--- src/rtl/qbox_pkg.sv ---
// Shared types, default geometry and helpers for the question box controller.
// Optional idle bob is enabled by defining QBOX_IDLE_FLOAT_EN.
package qbox_pkg;

  typedef enum logic [2:0] {
    ST_IDLE     = 3'd0,
    ST_RISE     = 3'd1,
    ST_FALL     = 3'd2,
    ST_REVEAL   = 3'd3,
    ST_COOLDOWN = 3'd4
  } qbox_state_t;

  localparam int DEFAULT_HOME_X = 320;
  localparam int DEFAULT_HOME_Y = 240;
  localparam int FLOAT_PERIOD   = 32;

  // Dice faces are 1..6; out-of-range encodings fall back to 1.
  function automatic logic [2:0] clamp_dice(input logic [2:0] raw);
    if (raw == 3'd0 || raw == 3'd7) begin
      return 3'd1;
    end
    return raw;
  endfunction

endpackage

--- src/rtl/qbox_frame_timer.sv ---
// Loadable down-counter advanced by frame_tick; done flags the tick that
// consumes the last remaining frame.
module qbox_frame_timer #(
  parameter int WIDTH = 6
) (
  input  logic             clk,
  input  logic             reset,
  input  logic             load,
  input  logic [WIDTH-1:0] load_value,
  input  logic             frame_tick,
  output logic             done
);

  logic [WIDTH-1:0] count_reg;

  always_ff @(posedge clk) begin
    if (reset) begin
      count_reg <= '0;
    end else if (load) begin
      count_reg <= load_value;
    end else if (frame_tick && count_reg != '0) begin
      count_reg <= count_reg - 1'b1;
    end
  end

  assign done = frame_tick && (count_reg == WIDTH'(1));

endmodule

--- src/rtl/question_box_controller.sv ---
// Question box sequencer: accept a roll, bounce on frame ticks, reveal, cool down.
// Define QBOX_IDLE_FLOAT_EN for a one-pixel idle bob every FLOAT_PERIOD ticks.
module question_box_controller
  import qbox_pkg::*;
#(
  parameter int HOME_X          = DEFAULT_HOME_X,
  parameter int HOME_Y          = DEFAULT_HOME_Y,
  parameter int BOUNCE_HEIGHT   = 8,
  parameter int BOUNCE_STEP     = 2,
  parameter int REVEAL_FRAMES   = 60,
  parameter int COOLDOWN_FRAMES = 30
) (
  input  logic       clk,
  input  logic       reset,
  input  logic       frame_tick,
  input  logic       hit_valid,
  output logic       hit_ready,
  input  logic [2:0] dice_value,
  output logic [9:0] box_x,
  output logic [9:0] box_y,
  output logic       show_value,
  output logic [2:0] value_out,
  output logic       value_valid,
  output logic       busy
);

  localparam int MAX_FRAMES = (REVEAL_FRAMES > COOLDOWN_FRAMES) ? REVEAL_FRAMES : COOLDOWN_FRAMES;
  localparam int CNT_W      = $clog2(MAX_FRAMES + 1);

  localparam logic [9:0] HOME_X_L = 10'(HOME_X);
  localparam logic [9:0] HOME_Y_L = 10'(HOME_Y);
  localparam logic [9:0] HEIGHT_L = 10'(BOUNCE_HEIGHT);
  localparam logic [9:0] STEP_L   = 10'(BOUNCE_STEP);

  qbox_state_t      state_reg, state_next;
  logic [9:0]       offset_reg, offset_next;
  logic             timer_load;
  logic [CNT_W-1:0] timer_value;
  logic             timer_done;
  logic             accept;

  assign accept = hit_valid && hit_ready;

  qbox_frame_timer #(
    .WIDTH(CNT_W)
  ) u_frame_timer (
    .clk       (clk),
    .reset     (reset),
    .load      (timer_load),
    .load_value(timer_value),
    .frame_tick(frame_tick),
    .done      (timer_done)
  );

`ifdef QBOX_IDLE_FLOAT_EN
  localparam int FLOAT_W = $clog2(FLOAT_PERIOD);

  logic [FLOAT_W-1:0] float_cnt_reg;

  always_ff @(posedge clk) begin
    if (reset || accept) begin
      float_cnt_reg <= '0;
    end else if (state_reg == ST_IDLE && frame_tick) begin
      float_cnt_reg <= float_cnt_reg + 1'b1;
    end
  end
`endif

  always_ff @(posedge clk) begin
    if (reset) begin
      state_reg  <= ST_IDLE;
      offset_reg <= '0;
    end else begin
      state_reg  <= state_next;
      offset_reg <= offset_next;
    end
  end

  always_comb begin
    state_next  = state_reg;
    offset_next = offset_reg;
    timer_load  = 1'b0;
    timer_value = '0;
    case (state_reg)
      ST_IDLE: begin
        // A tick coincident with acceptance is deliberately not used for motion.
        if (accept) begin
          state_next  = ST_RISE;
          offset_next = '0;
        end
`ifdef QBOX_IDLE_FLOAT_EN
        else if (frame_tick && float_cnt_reg == FLOAT_W'(FLOAT_PERIOD - 1)) begin
          offset_next = {9'd0, ~offset_reg[0]};
        end
`endif
      end
      ST_RISE: begin
        if (frame_tick) begin
          if (offset_reg + STEP_L >= HEIGHT_L) begin
            offset_next = HEIGHT_L;
            state_next  = ST_FALL;
          end else begin
            offset_next = offset_reg + STEP_L;
          end
        end
      end
      ST_FALL: begin
        if (frame_tick) begin
          if (offset_reg <= STEP_L) begin
            offset_next = '0;
            state_next  = ST_REVEAL;
            timer_load  = 1'b1;
            timer_value = CNT_W'(REVEAL_FRAMES);
          end else begin
            offset_next = offset_reg - STEP_L;
          end
        end
      end
      ST_REVEAL: begin
        if (timer_done) begin
          state_next  = ST_COOLDOWN;
          timer_load  = 1'b1;
          timer_value = CNT_W'(COOLDOWN_FRAMES);
        end
      end
      ST_COOLDOWN: begin
        if (timer_done) begin
          state_next = ST_IDLE;
        end
      end
      default: begin
        state_next  = ST_IDLE;
        offset_next = '0;
      end
    endcase
  end

  // Outputs are registered from the next state so they change with the state.
  always_ff @(posedge clk) begin
    if (reset) begin
      box_x       <= HOME_X_L;
      box_y       <= HOME_Y_L;
      show_value  <= 1'b0;
      value_out   <= 3'd1;
      value_valid <= 1'b0;
      busy        <= 1'b0;
      hit_ready   <= 1'b1;
    end else begin
      box_x       <= HOME_X_L;
      box_y       <= HOME_Y_L - offset_next;
      show_value  <= (state_next == ST_REVEAL);
      value_valid <= (state_next == ST_REVEAL) && (state_reg != ST_REVEAL);
      busy        <= (state_next != ST_IDLE);
      hit_ready   <= (state_next == ST_IDLE);
      if (accept) begin
        value_out <= clamp_dice(dice_value);
      end
    end
  end

endmodule

--- config.mk ---
export PLATFORM = sky130hd
export DESIGN_NAME = question_box_controller
export DESIGN_NICKNAME = d
export VERILOG_FILES = /design/src/rtl/qbox_pkg.sv /design/src/rtl/qbox_frame_timer.sv /design/src/rtl/question_box_controller.sv
export SDC_FILE = /design/constraint.sdc
export NUM_CORES = 1
export LEC_CHECK = 0
export ABC_AREA = 0
export ABC_CLOCK_PERIOD_IN_PS = 3400
export BUFFER_PORTS_ARGS = -buffer_cell sky130_fd_sc_hd__buf_2
export CAP_MARGIN = 20
export CORE_MARGIN = 4
export CORE_UTILIZATION = 51
export DETAILED_ROUTE_END_ITERATION = 16
export PLACE_DENSITY = 0.85
export SYNTH_ARGS = -nofsm -noshare
export SYNTH_HDL_FRONTEND = slang
export SYNTH_SLANG_ARGS = --single-unit
--- constraint.sdc ---
create_clock -name clk -period 3.4 [get_ports clk]
set_input_delay 0.68 -clock clk [delete_from_list [all_inputs] [get_ports clk]]
set_output_delay 0.68 -clock clk [all_outputs]
set_load 0.02 [all_outputs]
# Word-level counts from Yosys, hierarchy flattened
# Index checks and enable logic that the tools add are counted.
[word_totals]
register_bits = 36
inputBits = 7
wordCells = 64
[classes]
addsub = 4
n_lt_le_gt_ge = 2
n_eq_ne = 8
n_mux = 29
reduce_logical = 12
[op_table]
columns = ["operator", "count"]
rows = [
  ["$mux 10", 5],
  ["$pmux 10 s4", 1],
  ["$mux 3", 9],
  ["$mux 6", 4],
  ["$pmux 3 s5", 1],
  ["$pmux 6 s2", 1],
  ["$add 10x2->10 const B", 1],
  ["$ge 10x4->1 const B", 1],
  ["$le 10x2->1 const B", 1],
  ["$sub 10x2->10 const B", 1],
  ["$sub 8x10->10 const A", 1],
  ["$eq 3x2->1 const B", 3],
  ["$logic_not 3->1", 3],
  ["$eq 3x3->1 const B", 2],
  ["$eq 6x1->1 const B", 1],
  ["$mux 1", 6],
  ["$reduce_bool 6->1", 1],
  ["$sub 6x1->6 const B", 1],
  ["$mux 5", 1],
  ["$logic_and 1x1->1", 4],
  ["$eq 3x1->1 const B", 1],
  ["$ne 3x2->1 const B", 1],
  ["$reduce_bool 3->1", 1],
  ["$pmux 1 s2", 1],
  ["3 further kinds", 3],
]

# Depth between registers and ports, before layout
[logic_depth]
ltp_word = 7
ltp_mapped = 11
depth_no_buf = 11

# Cells and area by module
# A second synthesis with hierarchy kept.
[hier_totals]
hier_cells = 278
area_unflattened_um2 = 2316.0
[modules_own_cells]
columns = ["mod", "instances", "cells_each", "area_each_um2", "seq_area_each_um2"]
rows = [
  ["question_box_controller", 1, 228, 1883.1, 580.6],
  ["qbox_frame_timer", 1, 50, 432.9, 120.1],
]

# Worst setup path before layout
# OpenSTA, ideal clock, no wires.
[synth_path]
path_kind = "input to register"
from = "input frame_tick"
to = "register box_y[9]"
t_arrival_ns = 2.921
t_required_ns = 3.330
slack_ns = 0.409
stages = 8
n_path_buf = 0
cell_sequence = "or3b_2 > a2111o_1 > and2_4 > a21o_1 > a221oi_4 > a41oi_2 > or3_1 > a21oi_1"
[synth_via]
elab_chain_len = 3
elab_cells_between_ends = 4
classes_between = "1 x add/sub; 3 x mux"
[synth_lines]
columns = ["element", "line", "source"]
rows = [
  ["start, declared", "question_box_controller.sv:15", "input logic frame_tick,"],
  ["$mux 10, on equally long branches", "question_box_controller.sv:108, question_box_controller.sv:98", ""],
  ["$pmux 10 s4 *", "question_box_controller.sv:84", "case (state_reg)"],
  ["$sub 8x10->10 *", "question_box_controller.sv:150", "box_y <= HOME_Y_L - offset_next;"],
  ["end signal, assigned", "question_box_controller.sv:150", ""],
  ["end, declared", "question_box_controller.sv:20", "output logic [9:0] box_y,"],
]
# Every way passes the cells marked *; elsewhere a longest branch is shown, timed or not.
# A chain may end at the register's enable or synchronous reset.

# Worst setup path in the final report
[layout_path]
from = "register offset_reg[5]"
to = "register box_y[9]"
[layout_via]
elab_chain_len = 6
elab_cells_between_ends = 11
classes_between = "3 x add/sub; 2 x order compare; 6 x mux"
[layout_lines]
columns = ["element", "line", "source"]
rows = [
  ["start, declared", "question_box_controller.sv:36", "logic [9:0] offset_reg, offset_next;"],
  ["start signal, assigned", "question_box_controller.sv:75", "offset_reg <= offset_next;"],
  ["$add 10x2->10", "question_box_controller.sv:99, question_box_controller.sv:103", ""],
  ["$ge 10x4->1", "question_box_controller.sv:99", "if (offset_reg + STEP_L >= HEIGHT_L) begin"],
  ["$mux 10", "question_box_controller.sv:99", ""],
  ["$mux 10", "question_box_controller.sv:98", "if (frame_tick) begin"],
  ["$pmux 10 s4 *", "question_box_controller.sv:84", ""],
  ["$sub 8x10->10 *", "question_box_controller.sv:150", ""],
]
# Marks and branches as above.

==> flow_metrics.py <==
metrics = {
    "yosys": {
        "synth_edf_count": 0,
        "ys.warnings.count": 0,
        "synth_area_um2": 2000,
        "ys_seq_elements": 35,
        "yosys.area.top_type": "dfxtp_1",
        "ys_top_cells_by_area": "dfxtp_1 35%, nor2_1 5.1%, nand2_1 4.3%",
        "synth_top_area_share_pct": 35.0,
        "yosysSeqAreaShare_pct": 35.0,
        "synth_area_per_cell_um2": 8.31,
        "ys.flop_type": "dfxtp_1",
        "synth_most_common_cell": "dfxtp_1",
        "ys_async_sr_fraction_pct": 0,
        "syn_inst": 241,
        "synth_cell_type_count": 59,
        "synth_commonest_cells": "35 x dfxtp_1, 27 x nor2_1, 23 x nand2_1, 17 x a21oi_1, 11 x buf_4",
    },
    "die": {
        "dieHeight_um": 70.7,
        "ios": 34,
        "fp.coreArea_um2": 3720,
        "die_area_um2": 4990,
        "std_cell_rows": 22,
        "start_util_pct": 53.9,
        "die_x_um": 70.7,
    },
    "timing": {
        "min_period_over_period_pct": 87.3,
        "slew_violations": 0,
        "final.setup.tns_ns": 0,
        "setup_viol": 0,
        "fmax_mhz": 337,
        "finalHoldViolations": 0,
        "clock_skew_ns": 0.00455,
        "finalCriticalPeriod_ns": 2.97,
        "max_slew.worst_pin.slew_ns": 0.615,
        "slew_headroom_pct": 58.4,
        "rsz0062_at_grt": "false",
    },
    "power": {
        "p_clk_share_pct": 29.6,
        "switching_share_pct": 30.3,
        "ir_drop_mv": 0.339,
        "power_switching_mw": 0.328,
        "p_leak_nw": 0.922,
        "pwr-share-seq_pct": 44.5,
        "p_int_mw": 0.754,
        "power.density_nw_per_um2": 483,
        "power_frac_comb_pct": 25.8,
    },
    "setup_path": {
        "critPathCaptureType": "flop",
        "critPathMaxFanout": 9,
        "critPathSlowestCell": "or4_4",
        "r2r_start": "offset_reg[5]",
        "critical_path.max_stage_delay_ns": 0.60,
        "path_class": "flop to flop",
        "worstPathRequired_ns": 3.61,
        "reg2reg_depth": 8,
        "crit_path_cell_trace": "or4_4 -> a2111o_1 -> and2_4 -> a221oi_1 -> or3b_2 -> a41oi_2 -> or3_1 -> a21oi_1",
        "r2r-end": "box_y[9]",
        "rrSetupSlack_ns": 0.43,
        "arrival_ns": 3.18,
        "start_kind": "flop",
    },
    "grt": {
        "grt_util_met2_pct": 28.5,
        "antenna_found_initial": 0,
        "grt_pass1_vias": 1626,
        "grtUsageTotal_pct": 18.2,
        "grtUsageMet1_pct": 24.7,
        "grt_busiest_layer": "met2",
        "grt_max_degree": 32,
        "grt_pass1_wl_um": 7420,
        "use_met3_pct": 4.40,
        "overflow": 0,
    },
    "detailed_routing": {
        "wl_um": 4390,
        "firstDrtPassIters": 4,
        "drt_iter0_markers": 155,
        "drc": 0,
        "vias": 1803,
        "wl_per_cell_um": 13.9,
        "ant_nets": 0,
        "via_per_inst": 5.72,
    },
    "clocking": {
        "cts_root_buf": "clkbuf_8",
        "clock_sinks": 35,
        "cts_resized": 0,
        "htreeDepth": 2,
        "clk_latency_ns": 0.28,
        "clockBufferDepth": 2,
        "cts-buffers-inserted": 5,
        "holdBufCountCts": 0,
        "clk_pin_slew_ns": 0.07,
        "cts_tree": "done",
        "cts_setup_buffers": 0,
    },
    "final_layout": {
        "diodes": 0,
        "stdcell_count": 315,
        "nNetsFinal": 279,
        "final_layout_size_suffix_gt1_share_pct": 19.9,
        "fillCellCount": 341,
        "area_growth_pct": 11.8,
        "largest_reg_flops": 10,
    },
    "job": {
        "maxCapViolCount": 0,
    },
    "placed_design": {
        "gp_congestion": 0.868,
        "io_buffer_count": 23,
        "dp_hpwl_um": 3290,
        "dp_cells": 307,
    },
    "hold_path": {
        "hold_class": "flop to flop",
        "whs_path_depth": 2,
        "hp-start": "value_out[1]",
        "whs_endpoint": "value_out[1]",
    },
    "outcome": {
        "outcome": "finished clean",
    },
}
per-stage QoR:
step	hold WS [ns]	instance area, µm²	setup WS (ns)	util, %	power, mW
global placement	0.436	2140	0.246	57.6	0.758
detailed placement	0.445	2140	0.131	57.6	0.765
CTS	0.453	2240	0.428	60.3	1.09
global route	0.471	2240	0.278	60.3	1.15
floorplan	0.530	2030	0.409	-	0.715
finish	0.451	2240	0.431	60.3	1.08
how the worst max path moves through the flow:
stage | from | endpoint | slack [ns] | depth (start not counted)
detailed placement | frame_tick | box_y[9] | 0.13 | 9
finish | offset_reg[5] | box_y[9] | 0.43 | 8
floorplan | frame_tick | box_y[9] | 0.41 | 8
global placement | frame_tick | box_y[9] | 0.25 | 9
global route | offset_reg[5] | box_y[6] | 0.28 | 9
CTS | offset_reg[5] | box_y[9] | 0.43 | 8
cell usage in the layout, fill, tap and decap left out, types with 6 or more instances in the layout:
cell type | netlist | final
a21oi_1 | 17 | 17
a31oi_1 | 6 | 6
buf_2 | 1 | 23
buf_4 | 11 | 8
clkbuf_8 | 0 | 7
conb_1 | 2 | 10
dfxtp_1 | 35 | 35
ha_1 | 6 | 6
nand2_1 | 23 | 23
nand3_1 | 6 | 6
nor2_1 | 27 | 27
nor2b_1 | 8 | 8
nor3_1 | 6 | 6
xnor2_1 | 7 | 7
kinds of logic (layout without fill, tap and decap cells):
| group | count (synthesis) | count (layout) | share of synthesized area [%] |
|---|---|---|---|
| mux | 2 | 2 | 0.999 |
| compound gates | 57 | 57 | 21.4 |
| simple gates | 104 | 104 | 27.2 |
| buf+inv | 26 | 44 | 7.37 |
| xor+xnor | 9 | 9 | 3.94 |
| other cells | 2 | 10 | 0.375 |
| fa+ha+maj | 6 | 6 | 3.75 |
| flops | 35 | 35 | 35.0 |
layer usage:
metal	share of wire, %	vias up
met1	47	854
li1	-	898
met3	5.8	4
met5	0	-
met4	1.0	0
met2	46	47
final cells by class:
type | count | area (µm²) | share of cell area (%)
Multi-Input combinational cell | 188 | 1180 | 52.9
Inverter | 5 | 18.8 | 0.838
Timing Repair Buffer | 31 | 175 | 7.82
Tap cell | 48 | 60.1 | 2.68
Clock buffer | 8 | 100 | 4.47
Sequential cell | 35 | 701 | 31.3
critical path, delay by kind of cell, from the launching register on:
family	cells	cell delay [ns]
DFF	1	0.39
AOI/OAI and AO/OA	4	1.08
and+or+nand+nor	4	1.43
power groups by stage:
stage	Sequential (mW)	Combinational [mW]	Clock, mW
2_1_floorplan	0.492	0.223	0
4_1_cts	0.481	0.279	0.330
3_3_place_gp	0.489	0.269	0
3_5_place_dp	0.490	0.275	0
5_1_grt	0.487	0.317	0.349
6_report	0.482	0.279	0.321
(Power assumes the default switching activity.)
